--- src/rtl/cmult_dump_acc.sv ---
// Complex integrate-and-dump stage for the coefficient multiplier output.
// Sums N valid I/Q products, then emits one arithmetically shifted,
// saturated complex result with a single-cycle valid strobe.
module cmult_dump_acc #(
    parameter int unsigned DW    = 16,
    parameter int unsigned LEN_W = 8,
    parameter int unsigned AW    = DW + LEN_W,
    parameter int unsigned SHIFT = 8
) (
    input  logic                 clk,
    input  logic                 reset,
    input  logic                 start,
    input  logic                 cont,
    input  logic [LEN_W-1:0]     dump_len,
    input  logic                 din_valid,
    input  logic signed [DW-1:0] din_i,
    input  logic signed [DW-1:0] din_q,
    output logic signed [DW-1:0] dout_i,
    output logic signed [DW-1:0] dout_q,
    output logic                 dout_valid,
    output logic                 sat,
    output logic                 busy
);

    typedef enum logic {StIdle, StAccum} state_e;

    // Output clamp bounds expressed at accumulator width.
    localparam logic signed [AW-1:0] SatMax = {{(AW-DW+1){1'b0}}, {(DW-1){1'b1}}};
    localparam logic signed [AW-1:0] SatMin = {{(AW-DW+1){1'b1}}, {(DW-1){1'b0}}};

    state_e                 state;
    logic [LEN_W-1:0]       len_r;
    logic [LEN_W-1:0]       cnt;
    logic signed [AW-1:0]   acc_i;
    logic signed [AW-1:0]   acc_q;

    logic signed [AW-1:0]   sum_i;
    logic signed [AW-1:0]   sum_q;
    logic signed [AW-1:0]   sh_i;
    logic signed [AW-1:0]   sh_q;
    logic signed [DW-1:0]   clamp_i;
    logic signed [DW-1:0]   clamp_q;
    logic                   sat_i;
    logic                   sat_q;

    // Running sum including the current sample, scaled and clamped for a dump.
    always_comb begin
        sum_i   = acc_i + {{(AW-DW){din_i[DW-1]}}, din_i};
        sum_q   = acc_q + {{(AW-DW){din_q[DW-1]}}, din_q};
        sh_i    = sum_i >>> SHIFT;
        sh_q    = sum_q >>> SHIFT;
        sat_i   = 1'b0;
        sat_q   = 1'b0;
        clamp_i = sh_i[DW-1:0];
        clamp_q = sh_q[DW-1:0];
        if (sh_i > SatMax) begin
            clamp_i = SatMax[DW-1:0];
            sat_i   = 1'b1;
        end else if (sh_i < SatMin) begin
            clamp_i = SatMin[DW-1:0];
            sat_i   = 1'b1;
        end
        if (sh_q > SatMax) begin
            clamp_q = SatMax[DW-1:0];
            sat_q   = 1'b1;
        end else if (sh_q < SatMin) begin
            clamp_q = SatMin[DW-1:0];
            sat_q   = 1'b1;
        end
    end

    // Window FSM, accumulators and registered outputs.
    always_ff @(posedge clk or negedge reset) begin
        if (!reset) begin
            state      <= StIdle;
            len_r      <= '0;
            cnt        <= '0;
            acc_i      <= '0;
            acc_q      <= '0;
            dout_i     <= '0;
            dout_q     <= '0;
            dout_valid <= 1'b0;
            sat        <= 1'b0;
            busy       <= 1'b0;
        end else begin
            dout_valid <= 1'b0;
            sat        <= 1'b0;
            unique case (state)
                StIdle: begin
                    if (start) begin
                        len_r <= dump_len;
                        cnt   <= '0;
                        acc_i <= '0;
                        acc_q <= '0;
                        state <= StAccum;
                        busy  <= 1'b1;
                    end
                end
                StAccum: begin
                    if (start) begin
                        // Abort: restart the window, any coincident sample is dropped.
                        len_r <= dump_len;
                        cnt   <= '0;
                        acc_i <= '0;
                        acc_q <= '0;
                    end else if (din_valid) begin
                        if (cnt == len_r) begin
                            dout_i     <= clamp_i;
                            dout_q     <= clamp_q;
                            dout_valid <= 1'b1;
                            sat        <= sat_i | sat_q;
                            cnt        <= '0;
                            acc_i      <= '0;
                            acc_q      <= '0;
                            if (!cont) begin
                                state <= StIdle;
                                busy  <= 1'b0;
                            end
                        end else begin
                            acc_i <= sum_i;
                            acc_q <= sum_q;
                            cnt   <= cnt + 1'b1;
                        end
                    end
                end
                default: state <= StIdle;
            endcase
        end
    end

endmodule

--- config.mk ---
export PLATFORM = sky130hd
export DESIGN_NAME = cmult_dump_acc
export DESIGN_NICKNAME = d
export VERILOG_FILES = /design/src/rtl/cmult_dump_acc.sv
export SDC_FILE = /design/constraint.sdc
export NUM_CORES = 1
export LEC_CHECK = 0
export BUFFER_PORTS_ARGS = -buffer_cell sky130_fd_sc_hd__buf_2
export CAP_MARGIN = 15
export CORE_MARGIN = 4
export CORE_UTILIZATION = 45
export DETAILED_ROUTE_END_ITERATION = 10
export MAX_ROUTING_LAYER = met4
export PLACE_DENSITY_LB_ADDON = 0.2
export SLEW_MARGIN = 20
export SYNTH_ARGS = -nofsm -noshare
export SYNTH_HDL_FRONTEND = slang
export SYNTH_SLANG_ARGS = --single-unit
--- constraint.sdc ---
create_clock -name clk -period 3.2 [get_ports clk]
set_input_delay 0.16 -clock clk [delete_from_list [all_inputs] [get_ports clk]]
set_output_delay 0.16 -clock clk [all_outputs]
set_load 0.01 [all_outputs]
**Yosys cells after proc, flatten, opt, wreduce, memory -nomap -nowiden**

Index checks and enable logic that the tools add are counted.

- Add/sub/neg operators: 3
- Eq/ne operators: 7
- Reduce and logical (&&, ||, !) cells: 3
- Bitwise logic cells: 3
- Muxes and demuxes: 43
- Order comparisons: 4

Operator list:

| kind | count |
|---|---|
| $mux W24 | 7 |
| $pmux W24 S2 | 2 |
| $mux W16 | 4 |
| $add A24 B24 Y24 | 2 |
| $mux W8 | 5 |
| $gt A16 B16 Y1 const B | 2 |
| $lt A16 B16 Y1 const B | 2 |
| $mux W1 | 22 |
| $pmux W8 S2 | 1 |
| $add A8 B1 Y8 const B | 1 |
| $eq A8 B8 Y1 | 1 |
| $ne A2 B2 Y1 const B | 4 |
| $reduce_and A5 Y1 | 1 |
| $pmux W1 S2 | 2 |
| $reduce_and A4 Y1 | 1 |
| $ne A3 B3 Y1 const B | 1 |
| $ne A2 B1 Y1 const B | 1 |
| $not A1 Y1 | 2 |
| $reduce_and A2 Y1 | 1 |
| $or A1 B1 Y1 | 1 |

- Output and inout port bits: 35
- Register bits after elaboration: 100
- Word-level logic and storage cells: 73

**Longest topological paths before layout**

Gate-level depths: netlist of the first run.

- Depth after elaboration: 9
- Depth in mapped cells: 10
- Depth with buffers taken out: 10

**Worst setup path before layout of the first run**

Ideal clock, no wire load.

- Path type: register to register
- From: reg acc_i[0]
- To: reg dout_i[4]
- Data required time: 3.075 ns
- Arrival: 2.219 ns
- Cell stages (with the launch flop): 11
- Library setup time: 0.125 ns
- Path buffers: 0
- Path slack: 0.856 ns
- Cell sequence: dfrtp_1 > ha_1 > inv_1 > fa_1 > nor2b_1 > o211ai_1 > a311oi_2 > nor2_1 > o21ai_1 > xor2_1 > mux2_2

- Word-level cells in the longest chain between the ends: 4
- Elaborated cells on any way between the ends: 5
- Those cells by class: add/sub (1); order compare (2); mux (2)

Ends and longest elaborated chain:

| element | line | text |
|---|---|---|
| from (decl) | 34 | `logic signed [AW-1:0] acc_i;` |
| from (signal assigned) | 120 | `acc_i <= sum_i;` |
| $add A24 B24 Y24 (*) | 48 | `sum_i = acc_i + {{(AW-DW){din_i[DW-1]}}, din_i};` |
| $lt A16 B16 Y1 | 59 | `end else if (sh_i < SatMin) begin` |
| $mux W16 | 59 |  |
| $mux W16 (*) | 56 | `if (sh_i > SatMax) begin` |
| to (signal assigned) | 108 | `dout_i <= clamp_i;` |
| to (decl) | 18 | `output logic signed [DW-1:0] dout_i,` |

Every way passes the cells marked *; elsewhere a longest branch is shown, timed or not.
A chain may end at the register's enable or synchronous reset.

**Worst setup path after layout of the first run**

- From: reg acc_q[0]
- To: reg dout_q[10]

- Word-level cells in the longest chain between the ends: 4
- Elaborated cells on any way between the ends: 5
- Those cells by class: add/sub (1); order compare (2); mux (2)

Ends and longest elaborated chain:

| element | line | text |
|---|---|---|
| from (decl) | 35 | `logic signed [AW-1:0] acc_q;` |
| from (signal assigned) | 121 | `acc_q <= sum_q;` |
| $add A24 B24 Y24 (*) | 49 | `sum_q = acc_q + {{(AW-DW){din_q[DW-1]}}, din_q};` |
| $lt A16 B16 Y1 | 66 | `end else if (sh_q < SatMin) begin` |
| $mux W16 | 66 |  |
| $mux W16 (*) | 63 | `if (sh_q > SatMax) begin` |
| to (signal assigned) | 109 | `dout_q <= clamp_q;` |
| to (decl) | 19 | `output logic signed [DW-1:0] dout_q,` |

Marks and branches as above.

==> impl_results.md, run 1 <==
* R2r setup slk at 0.47 ns
* Via count at about 5,300
* Starting Density at 0.461
* Reg-to-Reg End: dout_q[10]
* TritonRoute pass-1 iters at 7
* Gr usage total at 0.204
* Crit. End Element: register
* Largest net degree at the start of global routing at 54
* #FFs+latches synth at 100
* Critical Path AT at 2.98 ns
* Final Critical Period at 2.73 ns
* Seq/Total Area, Yosys at 0.390
* Die Span X at between 100 and 150 µm
* Setup Skew at 0.0102 ns
* Setup violators final at 0
* Post-detail-place hpwl at 11,500 µm
* Measured slew at the worst slew-check pin at roughly 0.66 ns
* Synthesis warning total at 0
* Combinational Power Share at 0.343
* Net Count, Synth at 781
* Top FF cell, synth: dfrtp_1
* Synth top area cells: dfrtp_1 39%, ha_1 9.2%, nand2_1 5.4%, o21ai_0 5.4%, mux2_2 4.4%
* Core area at 13,900 µm²
* H-tree levels at 3
* Drt drc at 0
* Switching part of the total at 0.349
* CP Buf/Inv Count at 1
* Req. time, crit path at 3.45 ns
* Worst path slowest cell: o31ai_1
* Diode count at 0
* # IOs at 80
* Synth-to-Final Area Change at 13.8%
* Synth area leader: dfrtp_1
* Worst r2r src: acc_q[0]
* Final cycle utilization of the critical path at 0.854
* Routed len/inst at 16.7 µm
* Buffers added on ports at 79
* Final Max Slew Viols at 0
* Leading cell type by number of instances after synthesis: dfrtp_1
* Clk Latency, worst-skew pair at 0.36 ns
* Status: completed
* Synth top area share at 0.390
* Endpoint, Worst Hold: len_r[4]
* Rows at 43
* Worst path cell trace: ha_1, inv_1, fa_1, nand2b_1, a21oi_1, nor2_1, o31ai_1, a21boi_0, xnor2_1, mux2_2
* Final Wtd Congestion at a little under 0.9
* GRT Residual Overflow at 0
* Initial antenna violation count at 0
* Family with the most delay on the worst path: compound AO/OA/AOI/OAI gates
* Ys async rst share at 1.00
* Internal at 2.64 mW
* Clock-pin slew of the registers on the worst-case setup and hold paths at about 0.080 ns
* Syn Inst Count at slightly below 700
* Max cap viols at 0
* Post-Synthesis Cell Area at around 6400 µm²
* Clock buffer depth at 2
* Hold depth at 2
* Via density at 5.69
* F_max at 366 MHz
* Clk root buf: clkbuf_16
* Normalized max-slew margin at 0.562
* PostCTS Resize Cnt at 0
* Starting DRT DRC Count at 349
* Die area at 16,200 µm²
* Post-synth EDFFs at 0
* First-pass GRT wire length at 26,400 µm
* Fin. Hold Viols at 0
* Worst-path maximum fanout at 3
* Clk pwr share at 0.285
* R2r worst-path depth at 10
* DRT Wirelength at around 16,000 µm
* WS Path Type: reg2reg
* Peak VDD IR at 0.000285 V
* Fin cells at 940
* Nets at roughly 850
* Mean Syn Cell Area at between 9 and 10 µm²
* Worst Min Path Start: dump_len[4]
* Unrepaired setup endpoints after global routing: false
* Pwr per Cell Area at between 500 and 600 nW/µm²
* Critical path launch point type: register
* P_leak at 3.61 nW
* Sw Pwr at 1.42 mW
* Vias in the first global route at 5,374
* CTS tree: built
* Crit-path max cell delay at approximately 0.52 ns
* Seq pwr share at 0.371
* TNS Setup at 0 ns
* Synth unique cells at 59
* Worst Hold Class: in2reg
* Clk sinks at 100
* Final ANT Viol Nets at 0
* CTS buffer count at 9
* Die Ht at 127 µm
* Share of layout cells above drive strength 1 at 0.188
* Post-synth top cells: 100 x dfrtp_1, 92 x nand2_1, 69 x o21ai_0
* Placed Cells at 923
[logic make-up after synthesis]
logic type / count (synthesis) / synth area share
compound gates: 208 / 0.210
simple gates: 200 / 0.142
flops: 100 / 0.390
xor+xnor: 50 / 0.0725
fa+ha+maj: 49 / 0.0978
buf+inv: 49 / 0.0347
mux: 30 / 0.0524
other cells: 1 / 0.000584
[cell usage in the layout, fill, tap and decap left out, types with 6 or more instances in the layout]
master	instances
inv_1	18
a22o_1	22
nand3_1	15
dfrtp_1	100
xnor2_1	19
nand2b_1	7
xor2_1	29
nand2_1	92
buf_4	6
mux2_2	25
nor3_1	9
o21a_1	7
buf_2	78
nand4_1	11
a21o_1	10
o21ai_0	69
and3_1	11
o211ai_1	10
a31oi_1	7
a21oi_1	50
ha_1	47
nor2_1	36
clkbuf_16	9
[stage by stage]
stage                     setup slack [ns]   util  total power, mW  hold WS [ns]  instance area (µm²)
after floorplan                      0.856      -             2.56        -0.136                 6420
after global placement               0.527  0.501             2.89         0.223                 6990
after detailed placement             0.491  0.501             2.92         0.230                 6990
after CTS                            0.461  0.524             4.10        0.0215                 7310
after global routing                 0.306  0.524             4.33        0.0329                 7310
final                                0.467  0.524             4.06        0.0343                 7310
[worst register-to-register path: stages (launching register included)]
cell and delay, ns:
dfrtp_1 0.35, ha_1 0.19, inv_1 0.06, fa_1 0.37
nand2b_1 0.18, a21oi_1 0.19, nor2_1 0.11, o31ai_1 0.52
a21boi_0 0.22, xnor2_1 0.17, mux2_2 0.27
[repair_timing]
| item | in CTS | in global routing |
|---|---|---|
| setup endpoints to repair | 0 | 0 |
| setup buffers | 0 | 0 |
| endpoints found under the hold margin | 47 | 0 |
| hold buffers | 1 | 0 |
[layout make-up]
| class | instances | area (µm²) |
|---|---|---|
| inverters | 19 | 72.6 |
| flip-flops and latches | 100 | 2500 |
| well taps | 180 | 225 |
| repair buffers | 87 | 485 |
| multi-input cells | 538 | 3710 |
| clock buffers | 11 | 253 |
| fillers | 1312 | 6630 |
| clock inverters | 5 | 60.1 |
[state kept, by name (all words and copies together) (netlist names)]
register,count
acc_i,24
acc_q,24
busy,1
cnt,8
dout_i,16
dout_q,16
dout_valid,1
len_r,8
sat,1
state,1
[metal layers]
metal / vias up / global-route usage / wire (µm)
met5: - / - / 0
met4: 0 / 0.0492 / 187
met3: 19 / 0.0426 / 631
met2: 95 / 0.322 / 7350
met1: 2614 / 0.271 / 7520
li1: 2618 / - / -
[power by group through the flow]
| stage | Sequential [mW] | Combinational (mW) | Clock (mW) |
|---|---|---|---|
| final | 1.51 | 1.40 | 1.16 |
| after global placement | 1.53 | 1.36 | 0 |
| after global routing | 1.53 | 1.56 | 1.24 |
| after CTS | 1.51 | 1.40 | 1.19 |
| after detailed placement | 1.53 | 1.39 | 0 |
| after floorplan | 1.53 | 1.03 | 0 |
[how the worst max path moves through the flow]
stage              from  slack [ns]  cells past startpoint    endpoint
5_1_grt        acc_q[0]        0.31                     10  dout_q[10]
3_3_place_gp   acc_q[0]        0.53                     10  dout_q[10]
4_1_cts        acc_q[0]        0.46                     10  dout_q[10]
2_1_floorplan  acc_i[0]        0.86                     10   dout_i[4]
6_report       acc_q[0]        0.47                     10  dout_q[10]
3_5_place_dp   acc_q[0]        0.49                     10  dout_q[10]
(Power assumes the default switching activity.)
==> run 2: changes to the inputs <==
CORE_UTILIZATION = 30   (was 45)
==> run 2 against run 1 <==
Effect of this change:
- combinational power barely moved
- non-clock buffer count grew 1
- utilization shrank 17 points
- via count fell by 2.7%
- critical path depth stayed put
- highest routed layer unchanged
- final cell count grew 10%
- routed wire length up 6.8%
- sequential share of layout area down 0.46 points
- register-to-register slack got worse by 0.08 ns
- design area up 1.4%
- largest cell class unchanged
- fmax is 2.8% lower
- critical path type unchanged
==> impl_results.md, run 2 (same netlist as run 1, synthesis figures left out) <==
* Via density at 5.03
* Clock buffer depth at 2
* Worst path slowest cell: o31ai_1
* Crit-path max cell delay at ~0.56 ns
* Req. time, crit path at 3.44 ns
* Vias in the first global route at 5,219
* Core area at 21,000 µm²
* Worst-path maximum fanout at 3
* Family with the most delay on the worst path: compound AO/OA/AOI/OAI gates
* Starting Density at 0.305
* Worst path cell trace: ha_1, inv_1, fa_1, nand2b_1, a21oi_1, nor2_1, o31ai_1, a21boi_0, xnor2_1, mux2_2
* First-pass GRT wire length at 27,800 µm
* Clk Latency, worst-skew pair at 0.36 ns
* Met3 Resource Use GR at 0.0241
* # IOs at 80
* Commonest non-fill, non-tap cell in the layout: dfrtp_1
* WS Path Type: reg2reg
* Max cap viols at 0
* Busiest grt layer: met2
* Crit. End Element: register
* Post-detail-place hpwl at 12,000 µm
* Largest net degree at the start of global routing at 101
* TNS Setup at 0 ns
* CTS tree: built
* CP Buf/Inv Count at 1
* Die Span X at 154 µm
* CTS buffer count at 9
* Clk sinks at 100
* Initial antenna violation count at 0
* Die area at 23,800 µm²
* Worst Hold Class: in2reg
* Final cycle utilization of the critical path at 0.879
* Pwr per Cell Area at 549 nW/µm²
* Synth-to-Final Area Change at 15.4%
* Overall power at 4.07 mW
* Met1 Resource Use GR at 0.206
* Buffers added on ports at 79
* Fin. Hold Viols at 0
* Top Registers: acc_i: 24 flops, acc_q: 24 flops
* DRT Wirelength at 16,700 µm
* Status: completed
* Peak VDD IR at 0.000212 V
* Rows at 53
* Critical Path AT at 3.05 ns
* Final ANT Viol Nets at 0
* Share of layout cells above drive strength 1 at 0.188
* Most frequent cells in the layout: 100 x dfrtp_1, 92 x nand2_1, 78 x buf_2
* Final Wtd Congestion at about 0.88
* Setup violators final at 0
* Measured slew at the worst slew-check pin at 0.749 ns
* Routed len/inst at 16.2 µm
* TritonRoute pass-1 iters at 5
* Gr usage total at 0.147
* Via count at approximately 5,200
* F_max at 356 MHz
* H-tree levels at 3
* Diode count at 0
* PostCTS Resize Cnt at 0
* Normalized max-slew margin at 0.500
* Starting DRT DRC Count at 390
* Critical path launch point type: register
* Nets at 850
* Setup Skew at 0.0118 ns
* Die Ht at 154 µm
* GRT Residual Overflow at 0
* Drt drc at 0
* Setup Fix Bufs, Post-CTS at 0
* P_leak at ~3.6 nW
* Clock-pin slew of the registers on the worst-case setup and hold paths at approximately 0.07 ns
* Unrepaired setup endpoints after global routing: false
* Final Max Slew Viols at 0
* Clk root buf: clkbuf_16
* Grt met2 use at 0.222
* Final Critical Period at 2.81 ns
## run 2: cell types whose count changed in the layout (fill, tap and decap cells not counted), sizes merged
cell,delta
clkbuf,-1
clkinv,-2
buf,+1
inv,+2
## run 2: path summary, 6_finish.rpt
path	startpoint	to	slack (ns)	cells past startpoint
worst min-delay path	dump_len[2]	len_r[2]	0.04	2
min in group asynchronous	reset	len_r[3]	0.41	3
worst min register to register	dout_i[9]	dout_i[9]	0.48	2
worst max-delay path	acc_q[0]	dout_q[10]	0.39	10
worst max register to register	acc_q[0]	dout_q[10]	0.39	10
max in group asynchronous	reset	acc_q[22]	2.34	3
## run 2: power by group
| group | total, mW | internal [mW] | switching [mW] |
|---|---|---|---|
| clock network | 1.15 | 0.629 | 0.523 |
| registers | 1.51 | 1.41 | 0.0957 |
| logic | 1.41 | 0.579 | 0.828 |
## run 2: what timing repair did
item                                   CTS  global route
endpoints found under the hold margin  100             0
hold buffers                             1             0
setup endpoints to repair                0             0
## run 2: per-stage QoR
stage,worst slack (ns),std cells,hold slack [ns],instance area [µm²],utilization
after global routing,0.208,1035,0.0182,7410,0.352
after detailed placement,0.435,1019,0.289,7100,0.338
final,0.388,1035,0.0354,7410,0.352
after CTS,0.430,1035,0.0189,7410,0.352
after floorplan,0.856,687,-0.136,6420,-
after global placement,0.447,1019,0.285,7100,0.338
## run 2: area by class of cell
type | count | area, µm²
timing repair buffer | 88 | 480
tap | 275 | 344
fill | 2163 | 13600
clock inverter | 5 | 60.1
clock buffer | 10 | 239
sequential | 100 | 2500
multi-input combinational | 538 | 3710
inverter | 19 | 72.6
## run 2: per-layer routing
layer,vias to the layer above,wire (µm)
met2,95,7510
met1,2471,8480
met4,0,208
li1,2620,-
met5,-,0
met3,17,552
==> run 3: changes to the inputs <==
CORE_MARGIN = 3   (was 4)
GPL_TIMING_DRIVEN = 0   (was not set)
==> run 3 against run 2 <==
Effect of this change:
- utilization is 1.3 points higher
- register-to-register slack about the same
- total power is 2.3% higher
- largest power group unchanged
- highest routed layer unchanged
==> impl_results.md, run 3 (same netlist as run 1, synthesis figures left out) <==
* Status: completed
* Worst r2r src: acc_q[0]
* Peak VDD IR at 0.000198 V
* Clk root buf: clkbuf_16
* Vias in the first global route at 5,297
* R2r setup slk at 0.39 ns
* Final Max Slew Viols at 0
* Final Critical Period at 2.81 ns
* Critical Path AT at 3.05 ns
* Diode count at 0
* R2r worst-path depth at 10
* Fin. Hold Viols at 0
* H-tree levels at 3
* Die Ht at around 150 µm
* Final ANT Viol Nets at 0
* Measured slew at the worst slew-check pin at 0.694 ns
* Gr usage total at 0.155
* Final Core Density at 0.365
* Crit. End Element: register
* Design Area, Final at 7530 µm²
* Endpoint, Worst Hold: len_r[6]
* Final cycle utilization of the critical path at 0.879
* Worst Slack Setup Final at a little under 0.4 ns
* TritonRoute pass-1 iters at 6
* GRT Residual Overflow at 0
* TNS Setup at 0 ns
* Family with the most delay on the worst path: compound AO/OA/AOI/OAI gates
* P_leak at 3.66 nW
* Clock buffer depth at 2
* Pwr per Cell Area at 553 nW/µm²
* Routed len/inst at between 15 and 20 µm
* Buffers added on ports at 79
* Clk Latency, worst-skew pair at around 0.36 ns
* Unrepaired setup endpoints after global routing: false
* CTS tree: built
* Largest net degree at the start of global routing at 75
* Critical path launch point type: register
* Clock-pin slew of the registers on the worst-case setup and hold paths at 0.08 ns
* Hold depth at 2
* WS Path Type: reg2reg
* Starting DRT DRC Count at 330
* Overall power at 4.16 mW
* Crit-path max cell delay at 0.49 ns
* Synth-to-Final Area Change at 17.3%
* Max cap viols at 0
* Req. time, crit path at 3.44 ns
* Setup Skew at 0.0146 ns
* Reg-to-Reg End: dout_q[10]
* Starting Density at 0.311
* Top Registers: acc_i: 24 flops, acc_q: 24 flops
* F_max at 356 MHz
* Pre-CTS setup slack at approximately 0.41 ns
* Worst Min Path Start: dump_len[6]
* Worst path cell trace: ha_1, inv_1, fa_1, nand2b_1, a21oi_1, nor2_1, o31ai_1, a21boi_0, xnor2_1, mux2_2
* Rows at 52
* Commonest non-fill, non-tap cell in the layout: dfrtp_1
* Worst-path maximum fanout at 3
* Clk sinks at 100
* Via count at 5,215
* Normalized max-slew margin at 0.537
* DRT Wirelength at ~17,000 µm
* Post-detail-place hpwl at around 13,000 µm
* Die Span X at 152 µm
* First-pass GRT wire length at 28,400 µm
* Initial antenna violation count at 0
* Setup Fix Bufs, Post-CTS at 0
* Final Wtd Congestion at ~0.88
* Worst path slowest cell: o31ai_1
* Nets at 873
* Setup violators final at 0
* Area of placed instances at about 7000 µm²
* Worst Hold Class: in2reg
* Core area at 20,600 µm²
* Drt drc at 0
* Share of layout cells above drive strength 1 at 0.182
* # IOs at 80
* CTS buffer count at 9
* CP Buf/Inv Count at 1
* Via density at 4.95
* Most frequent cells in the layout: 100 x dfrtp_1, 92 x nand2_1, 81 x buf_2
* Die area at ~23,000 µm²
run 3: changes by cell type in the layout (fill, tap and decap cells not counted), sizes merged:
cell | previous run | this run
buf | 87 | 88
bufinv | 1 | 2
clkbuf | 10 | 31
clkinv | 2 | 4
clkinvlp | 1 | 0
run 3: cell type report:
class | instances | area, µm²
timing repair buffer | 81 | 439
multi-input combinational | 538 | 3700
tap | 270 | 338
buffer | 30 | 150
sequential | 100 | 2500
clock inverter | 7 | 106
clock buffer | 9 | 225
inverter | 19 | 72.6
fill | 2137 | 13100
run 3: layer usage:
layer	GRT usage	up-vias	share of wire
li1	-	2667	-
met1	0.218	2469	0.51
met2	0.233	71	0.45
met3	0.0224	8	0.031
met4	0.0402	0	0.0090
met5	-	-	0
run 3: worst register-to-register path, stage by stage (launching register included):
cell and delay (ns):
dfrtp_1 0.36, ha_1 0.20, inv_1 0.07, fa_1 0.38, nand2b_1 0.21, a21oi_1 0.20
nor2_1 0.11, o31ai_1 0.49, a21boi_0 0.21, xnor2_1 0.19, mux2_2 0.28
run 3: worst max path at each step:
stage	from	end	slack, ns	depth (start not counted)
after detailed placement	acc_q[0]	dout_q[10]	0.41	10
after floorplan	acc_i[0]	dout_i[4]	0.86	10
final	acc_q[0]	dout_q[10]	0.39	10
after global placement	acc_q[0]	dout_q[10]	0.41	10
after CTS	acc_q[0]	dout_q[10]	0.36	10
after global routing	acc_q[1]	dout_q[13]	0.20	8
run 3: per-stage QoR:
stage | hold WS [ns] | cells
2_1_floorplan | -0.136 | 687
3_3_place_gp | 0.396 | 1036
3_5_place_dp | 0.0545 | 1037
4_1_cts | 0.0187 | 1054
5_1_grt | 0.0277 | 1054
6_report | 0.0268 | 1054
run 3: where the power goes:
group / total (mW) / internal, mW / switching (mW)
sequential: 1.51 / 1.41 / 0.0966
clock: 1.24 / 0.699 / 0.539
combinational: 1.41 / 0.580 / 0.835
total: 4.16 / 2.69 / 1.47
run 3: timing repair:
item,4_1_cts,5_1_grt
endpoints found under the hold margin,26,0
hold buffers,1,0
resized for setup,0,0
